**src/rtl/sync_beacon_tx.sv**
```systemverilog
// Beacon pulse transmitter: emits a slotted pulse pattern, one frame of SLOTS slots at a time,
// for a downstream slot-synchronising receiver.
module sync_beacon_tx #(
    parameter int unsigned      SLOT_CYCLES  = 10000,
    parameter int unsigned      PULSE_CYCLES = 1,
    parameter int unsigned      SLOTS        = 3,
    parameter logic [SLOTS-1:0] PATTERN      = 3'b011
) (
    input  logic        clk,
    input  logic        rst,
    input  logic        en,
    output logic        rfout,
    output logic        busy,
    output logic [3:0]  slot_idx,
    output logic        frame_done,
    output logic [15:0] frame_cnt
);

    localparam int unsigned     CW          = (SLOT_CYCLES > 1) ? $clog2(SLOT_CYCLES) : 1;
    localparam logic [CW-1:0]   LAST_CYC    = CW'(SLOT_CYCLES - 1);
    localparam logic [CW-1:0]   PULSE_END   = CW'(PULSE_CYCLES);
    localparam logic [CW-1:0]   CYC_ONE     = CW'(1);
    localparam logic [CW-1:0]   CYC_ZERO    = CW'(0);
    localparam logic [3:0]      LAST_SLOT   = 4'(SLOTS - 1);
    // Zero-padded to 16 bits so any 4-bit slot index stays in range.
    localparam logic [15:0]     PATTERN_EXT = 16'(PATTERN);

    typedef enum logic [1:0] {
        ST_IDLE  = 2'd0,
        ST_PULSE = 2'd1,
        ST_HOLD  = 2'd2
    } state_e;

    state_e         state_q, state_d;
    logic [CW-1:0]  cyc_q, cyc_d;
    logic [3:0]     slot_q, slot_d;
    logic           busy_q, busy_d;
    logic           rfout_q, rfout_d;
    logic           frame_done_q, frame_done_d;
    logic [15:0]    frame_cnt_q, frame_cnt_d;

    // Next-state, counters and registered-output values.
    always_comb begin
        state_d      = state_q;
        cyc_d        = cyc_q;
        slot_d       = slot_q;
        busy_d       = busy_q;
        frame_cnt_d  = frame_cnt_q;
        rfout_d      = 1'b0;
        frame_done_d = 1'b0;

        case (state_q)
            ST_IDLE: begin
                cyc_d  = CYC_ZERO;
                slot_d = 4'd0;
                if (en) begin
                    busy_d = 1'b1;
                end else begin
                    busy_d = 1'b0;
                end
            end
            ST_PULSE, ST_HOLD: begin
                // en is only looked at on the frame-end edge, so mid-frame glitches are ignored.
                if (cyc_q == LAST_CYC) begin
                    cyc_d = CYC_ZERO;
                    if (slot_q == LAST_SLOT) begin
                        frame_cnt_d = frame_cnt_q + 16'd1;
                        slot_d      = 4'd0;
                        busy_d      = en;
                    end else begin
                        slot_d = slot_q + 4'd1;
                    end
                end else begin
                    cyc_d = cyc_q + CYC_ONE;
                end
            end
            default: begin
                cyc_d  = CYC_ZERO;
                slot_d = 4'd0;
                busy_d = 1'b0;
            end
        endcase

        rfout_d      = busy_d & PATTERN_EXT[slot_d] & (cyc_d < PULSE_END);
        frame_done_d = busy_d & (slot_d == LAST_SLOT) & (cyc_d == LAST_CYC);

        if (!busy_d) begin
            state_d = ST_IDLE;
        end else if (rfout_d) begin
            state_d = ST_PULSE;
        end else begin
            state_d = ST_HOLD;
        end
    end

    // State and output registers with asynchronous active-low reset.
    always_ff @(posedge clk or negedge rst) begin
        if (!rst) begin
            state_q      <= ST_IDLE;
            cyc_q        <= CYC_ZERO;
            slot_q       <= 4'd0;
            busy_q       <= 1'b0;
            rfout_q      <= 1'b0;
            frame_done_q <= 1'b0;
            frame_cnt_q  <= 16'd0;
        end else begin
            state_q      <= state_d;
            cyc_q        <= cyc_d;
            slot_q       <= slot_d;
            busy_q       <= busy_d;
            rfout_q      <= rfout_d;
            frame_done_q <= frame_done_d;
            frame_cnt_q  <= frame_cnt_d;
        end
    end

    assign rfout      = rfout_q;
    assign busy       = busy_q;
    assign slot_idx   = slot_q;
    assign frame_done = frame_done_q;
    assign frame_cnt  = frame_cnt_q;

endmodule

```
**config.mk**
```make
export PLATFORM = sky130hd
export DESIGN_NAME = sync_beacon_tx
export DESIGN_NICKNAME = d
export VERILOG_FILES = /design/src/rtl/sync_beacon_tx.sv
export SDC_FILE = /design/constraint.sdc
export NUM_CORES = 1
export LEC_CHECK = 0
export ABC_AREA = 1
export CAP_MARGIN = 40
export CORE_MARGIN = 10
export CORE_UTILIZATION = 40
export CTS_CLUSTER_SIZE = 16
export DETAILED_ROUTE_END_ITERATION = 7
export SLEW_MARGIN = 10
export SYNTH_ARGS = -nofsm -noshare
export SYNTH_HDL_FRONTEND = slang
export SYNTH_SLANG_ARGS = --single-unit
```
**constraint.sdc**
```tcl
create_clock -name clk -period 2.14 [get_ports clk]
set_input_delay 0.214 -clock clk [delete_from_list [all_inputs] [get_ports clk]]
set_output_delay 0.214 -clock clk [all_outputs]
set_load 0.005 [all_outputs]
```
=== After elaboration in Yosys (flattened, before gate mapping) ===
Memories as Yosys holds them, arrays and structs flattened.
Cells that the tools add are included.

* Memories: 1
* Memory bits (read-only): 16
* Output and inout bits: 23
* Register bits after elaboration: 39
* Word-level logic and storage cells: 38

{| class="wikitable"
|+ Memories
! name !! words !! width !! rd ports !! clocked after memory_dff !! write ports !! line !! source
|-
| (name not given) || 16 || 1 || 1 || 0 || 0 || 84 || <nowiki>rfout_d = busy_d & PATTERN_EXT[slot_d] & (cyc_d < PULSE_END);</nowiki>
|}

* Equality and inequality tests: 6
* Reductions and logical operators: 3
* Bitwise logic cells: 4
* Magnitude comparators: 2
* Muxes and demuxes: 12
* Add/subtract/negate cells: 3

{| class="wikitable"
|+ Operators by type and width
! cell !! count
|-
| $eq 14x14->1 const B || 2
|-
| $mux 14 || 2
|-
| $add 16x1->16 const B || 1
|-
| $add 14x1->14 const B || 1
|-
| $lt 14x1->1 const B || 1
|-
| $mux 4 || 3
|-
| $eq 4x2->1 const B || 2
|-
| $lt 4x5->1 const B || 1
|-
| $add 4x1->4 const B || 1
|-
| $and 1x1->1 || 4
|-
| $mux 1 || 4
|-
| $mux 2 || 2
|-
| $reduce_and 3->1 || 1
|-
| $eq 2x1->1 const B || 1
|-
| $eq 2x2->1 const B || 1
|-
| $logic_not 2->1 || 1
|-
| $pmux 1 s2 || 1
|-
| $reduce_or 2->1 || 1
|}

=== Logic depth before layout (Yosys ltp) ===
* Depth after elaboration: 10
* Depth in mapped cells: 13

=== Least setup slack after synthesis ===
No wires, ideal clock.

* Path type: reg2reg
* From: reg state_q[0]
* To: reg frame_done_q, in the netlist frame_done
* Cell stages (with the launch flop): 10
* Data arrival time: 1658 ps
* Setup slack: 411 ps
* Path through: dfrtp_1 inv_1 ha_1 clkbuf_1 nand2_1 nor2_1 o21ai_0 nor3_1 nand3_1 nor2_1

* Cells in the longest elaborated chain, start to end: 6

{| class="wikitable"
|+ RTL lines
! what !! line !! source
|-
| start: declaration || 34 || <nowiki>state_e state_q, state_d;</nowiki>
|-
| start signal: assignment || 107 || <nowiki>state_q <= state_d;</nowiki>
|-
| $eq 2x1->1 / $eq 2x2->1 (equally long branches) || 52 || <nowiki>case (state_q)</nowiki>
|-
| $reduce_or 2->1 || 52 ||
|-
| $mux 4 || 52 ||
|-
| $eq 4x2->1 || 85 || <nowiki>frame_done_d = busy_d & (slot_d == LAST_SLOT) & (cyc_d == LAST_CYC);</nowiki>
|-
| $and 1x1->1 || 85 ||
|-
| $and 1x1->1 * || 85 ||
|-
| named net frame_done_d || 39 || <nowiki>logic frame_done_q, frame_done_d;</nowiki>
|-
| end signal: assignment || 112 || <nowiki>frame_done_q <= frame_done_d;</nowiki>
|-
| end: declaration || 39 ||
|}

The timed path passes the listed nets; every way through them passes the cells marked *.
A chain may end at the register's enable or synchronous reset.

=== Final worst setup path ===
* From: reg state_q[1]
* To: reg state_q[1]

* Cells in the longest elaborated chain, start to end: 9

{| class="wikitable"
|+ RTL lines
! what !! line !! source
|-
| $eq 2x1->1 / $eq 2x2->1 (equally long branches) || 52 ||
|-
| $reduce_or 2->1 || 52 ||
|-
| $mux 4 || 52 ||
|-
| $mem_v2 16x1 || - ||
|-
| $mux 1 (implied by the code) || 84 ||
|-
| $and 1x1->1 (2 in series) || 84 ||
|-
| $mux 2 || 89 || <nowiki>end else if (rfout_d) begin</nowiki>
|-
| $mux 2 * || 87 || <nowiki>if (!busy_d) begin</nowiki>
|-
| named net state_d[1] || 34 ||
|}

The timed path passes the listed nets; every way through them passes the cells marked *. The select of a mux whose other input is x is not followed.

==> impl_metrics.ini <==
[grt]
grt_pass1_wl_mm = 8.42
antenna_found_initial = 0
first_global_vias = 1871
track_usage_pct = 11.5
grt_start_max_net_pins = 40
grt_overflow_total = 0

[sta]
fmax_mhz = 494
slew_violations = 0
setup_tns_ns = 0
tightest_slew_ns = 0.500
post-route-min-period_ns = 2.02
rsz0062_at_grt = false
hold_violations = 0
whs_ns = 0.496
finalSetupViolations = 0
period_share_pct = 94.5
skew_ns = 0.0102
relSlewSlack_pct = 66.7

[route]
via_count = 1883
viasPerCell = 4.71
dr_wl_met3_um = 342
totalWireLength_mm = 4.87
dr.pass1.iters = 5
routed.top_layer = met4
drt_iter0_markers = 89
drt-met1-wl_mm = 2.32
wl_met2_mm = 2.18
ant_nets = 0
routedWlPerCell_um = 12.2
drc = 0

[floorplanning]
dieArea_sq_mm = 0.00901
initial_core_util_pct = 41.0
core_sq_mm = 0.00547
die_w_um = 94.9
ios = 26
rows = 27
fp.dieH_um = 94.9

[finish]
drive_above_1_share_pct = 9.45
syn2layout_area_growth_pct = 19.3
final_common_cell = nand2_1
num_antenna_cells = 0
post-route-util_pct = 48.9
layout_common_cells = nand2_1 (68), inv_1 (48), nor2_1 (42)
num-nets-final = 334

[worst_setup_path]
reg2reg_slack_ns = 0.12
crit_start = state_q[1]
slowest_delay_ns = 0.48
critPathSlowestCell = ha_2
crit_arrival_ns = 2.26
worstPathRequired_ns = 2.38
cp_max_fo = 12
start_kind = flip-flop
reg2reg_depth = 10
reg2reg_from = state_q[1]
endpoint_kind = flip-flop
crit_path_end = state_q[1]
crit_chain = inv_1, ha_2, inv_1, nor2_1, nand3_1, nand3_1, nor2_1, nand3_1, nand2_1, inv_1
setup.worst_path.class = reg2reg
r2r-end = state_q[1]

[synthesis]
synthFlopType = dfrtp_1
async_reset_ff_share_pct = 100
syn-cell-area_sq_mm = 0.00224
avgSynthCellArea_sq_um = 7.61
ys_seq_elements = 39
yosysWarnings = 0
seq_area_frac_synth_pct = 43.5
synth_cells = 295
syn_nets = 302
synth_cell_types = 27
synth_edf_count = 0

[placement]
place_congestion = 0.939
dpl.hpwl_mm = 3.73
placement.io_buffers = 25

[clock_tree]
numCtsBuffers = 5
htree_levels = 2
clkTransAtPathRegs_ns = 0.09
cts_setup_buffers = 0
cts-root-buf = clkbuf_8
clock-sinks = 39
clk_path_buf_depth = 2
clk_latency_ns = 0.30
cts_tree = yes

[outcome]
status = finished, final reports clean

[power]
p_leak_nw = 1.40
p_total_mw = 1.72
power.density_mw_per_mm2 = 643
irDropWorstVdd_mv = 0.299

[run]
maxCapViolations = 0

[hold_path]
hold_class = in2async
## logic make-up after synthesis
| group | Yosys count | share of synthesized area [%] |
|---|---|---|
| compound gates | 15 | 3.68 |
| xor+xnor | 16 | 6.24 |
| fa+ha+maj | 4 | 2.23 |
| buf+inv | 53 | 9.31 |
| flops | 39 | 43.5 |
| simple gates | 168 | 35.1 |
## cells in the mapped netlist (5+ instances only)
| master | number | area share [%] |
|---|---|---|
| nor2_4 | 5 | 2.5 |
| inv_1 | 49 | 8.2 |
| xor2_1 | 9 | 3.5 |
| nand2_1 | 68 | 11 |
| nand4_1 | 6 | 1.7 |
| dfrtp_1 | 39 | 43 |
| nand3_1 | 29 | 6.5 |
| nor2_1 | 42 | 7.0 |
| o21ai_0 | 8 | 1.8 |
| xnor2_1 | 7 | 2.7 |
## state kept, by name, indices dropped and copies added (netlist names)
signal      cells
frame_done      1
busy            1
rfout           1
slot_idx        4
frame_cnt      16
state_q         2
cyc_q          14
## where the power goes
group	leakage [nW]	internal [mW]	switching, mW
clock	0.0408	0.233	0.292
combinational	0.825	0.133	0.252
sequential	0.539	0.785	0.0279
total	1.40	1.15	0.572
## worst min-delay path by stage
stage / from / endpoint / slack, ns / cells past startpoint
detailed placement: rst / frame_cnt[2] / 0.30 / 2
global placement: rst / frame_cnt[2] / 0.31 / 2
global route: frame_cnt[4] / frame_cnt[4] / 0.51 / 1
CTS: frame_cnt[4] / frame_cnt[4] / 0.51 / 1
floorplan: rst / busy / -0.08 / 0
finish: rst / frame_cnt[2] / 0.50 / 3
## area by class of cell
| cell class | instances | area [sq um] |
|---|---|---|
| inverters | 51 | 194 |
| fillers | 573 | 2800 |
| flip-flops and latches | 39 | 976 |
| well taps | 72 | 90.1 |
| multi-input cells | 203 | 1060 |
| clock inverters | 3 | 23.8 |
| clock buffers | 5 | 68.8 |
| repair buffers | 27 | 263 |
## layer usage
layer,GRT usage [%],vias to the layer above
met3,4.52,4
met1,14.3,868
met4,2.62,0
met5,0,-
met2,18.3,41
li1,-,970
## timing repair
action / CTS / global route
resized for setup: 0 / 2
endpoints found under the setup margin: 0 / 4
hold endpoints to repair: 39 / 0
hold buffers: 1 / 0
## per-stage QoR
| step | cells | worst slack (ns) | instance area, sq um |
|---|---|---|---|
| floorplan | 295 | 0.411 | 2240 |
| global placement | 391 | 0.0426 | 2570 |
| detailed placement | 391 | 0.0372 | 2570 |
| CTS | 400 | 0.0114 | 2680 |
| global route | 400 | 0.00580 | 2680 |
| finish | 400 | 0.117 | 2680 |
## critical path: cells and delay by family (launching register included)
family	cells	cell delay (ns)
flops	1	0.36
fa+ha+maj	1	0.48
simple gates	6	0.85
buf+inv	3	0.29
Power figures use the tool's default switching activity.
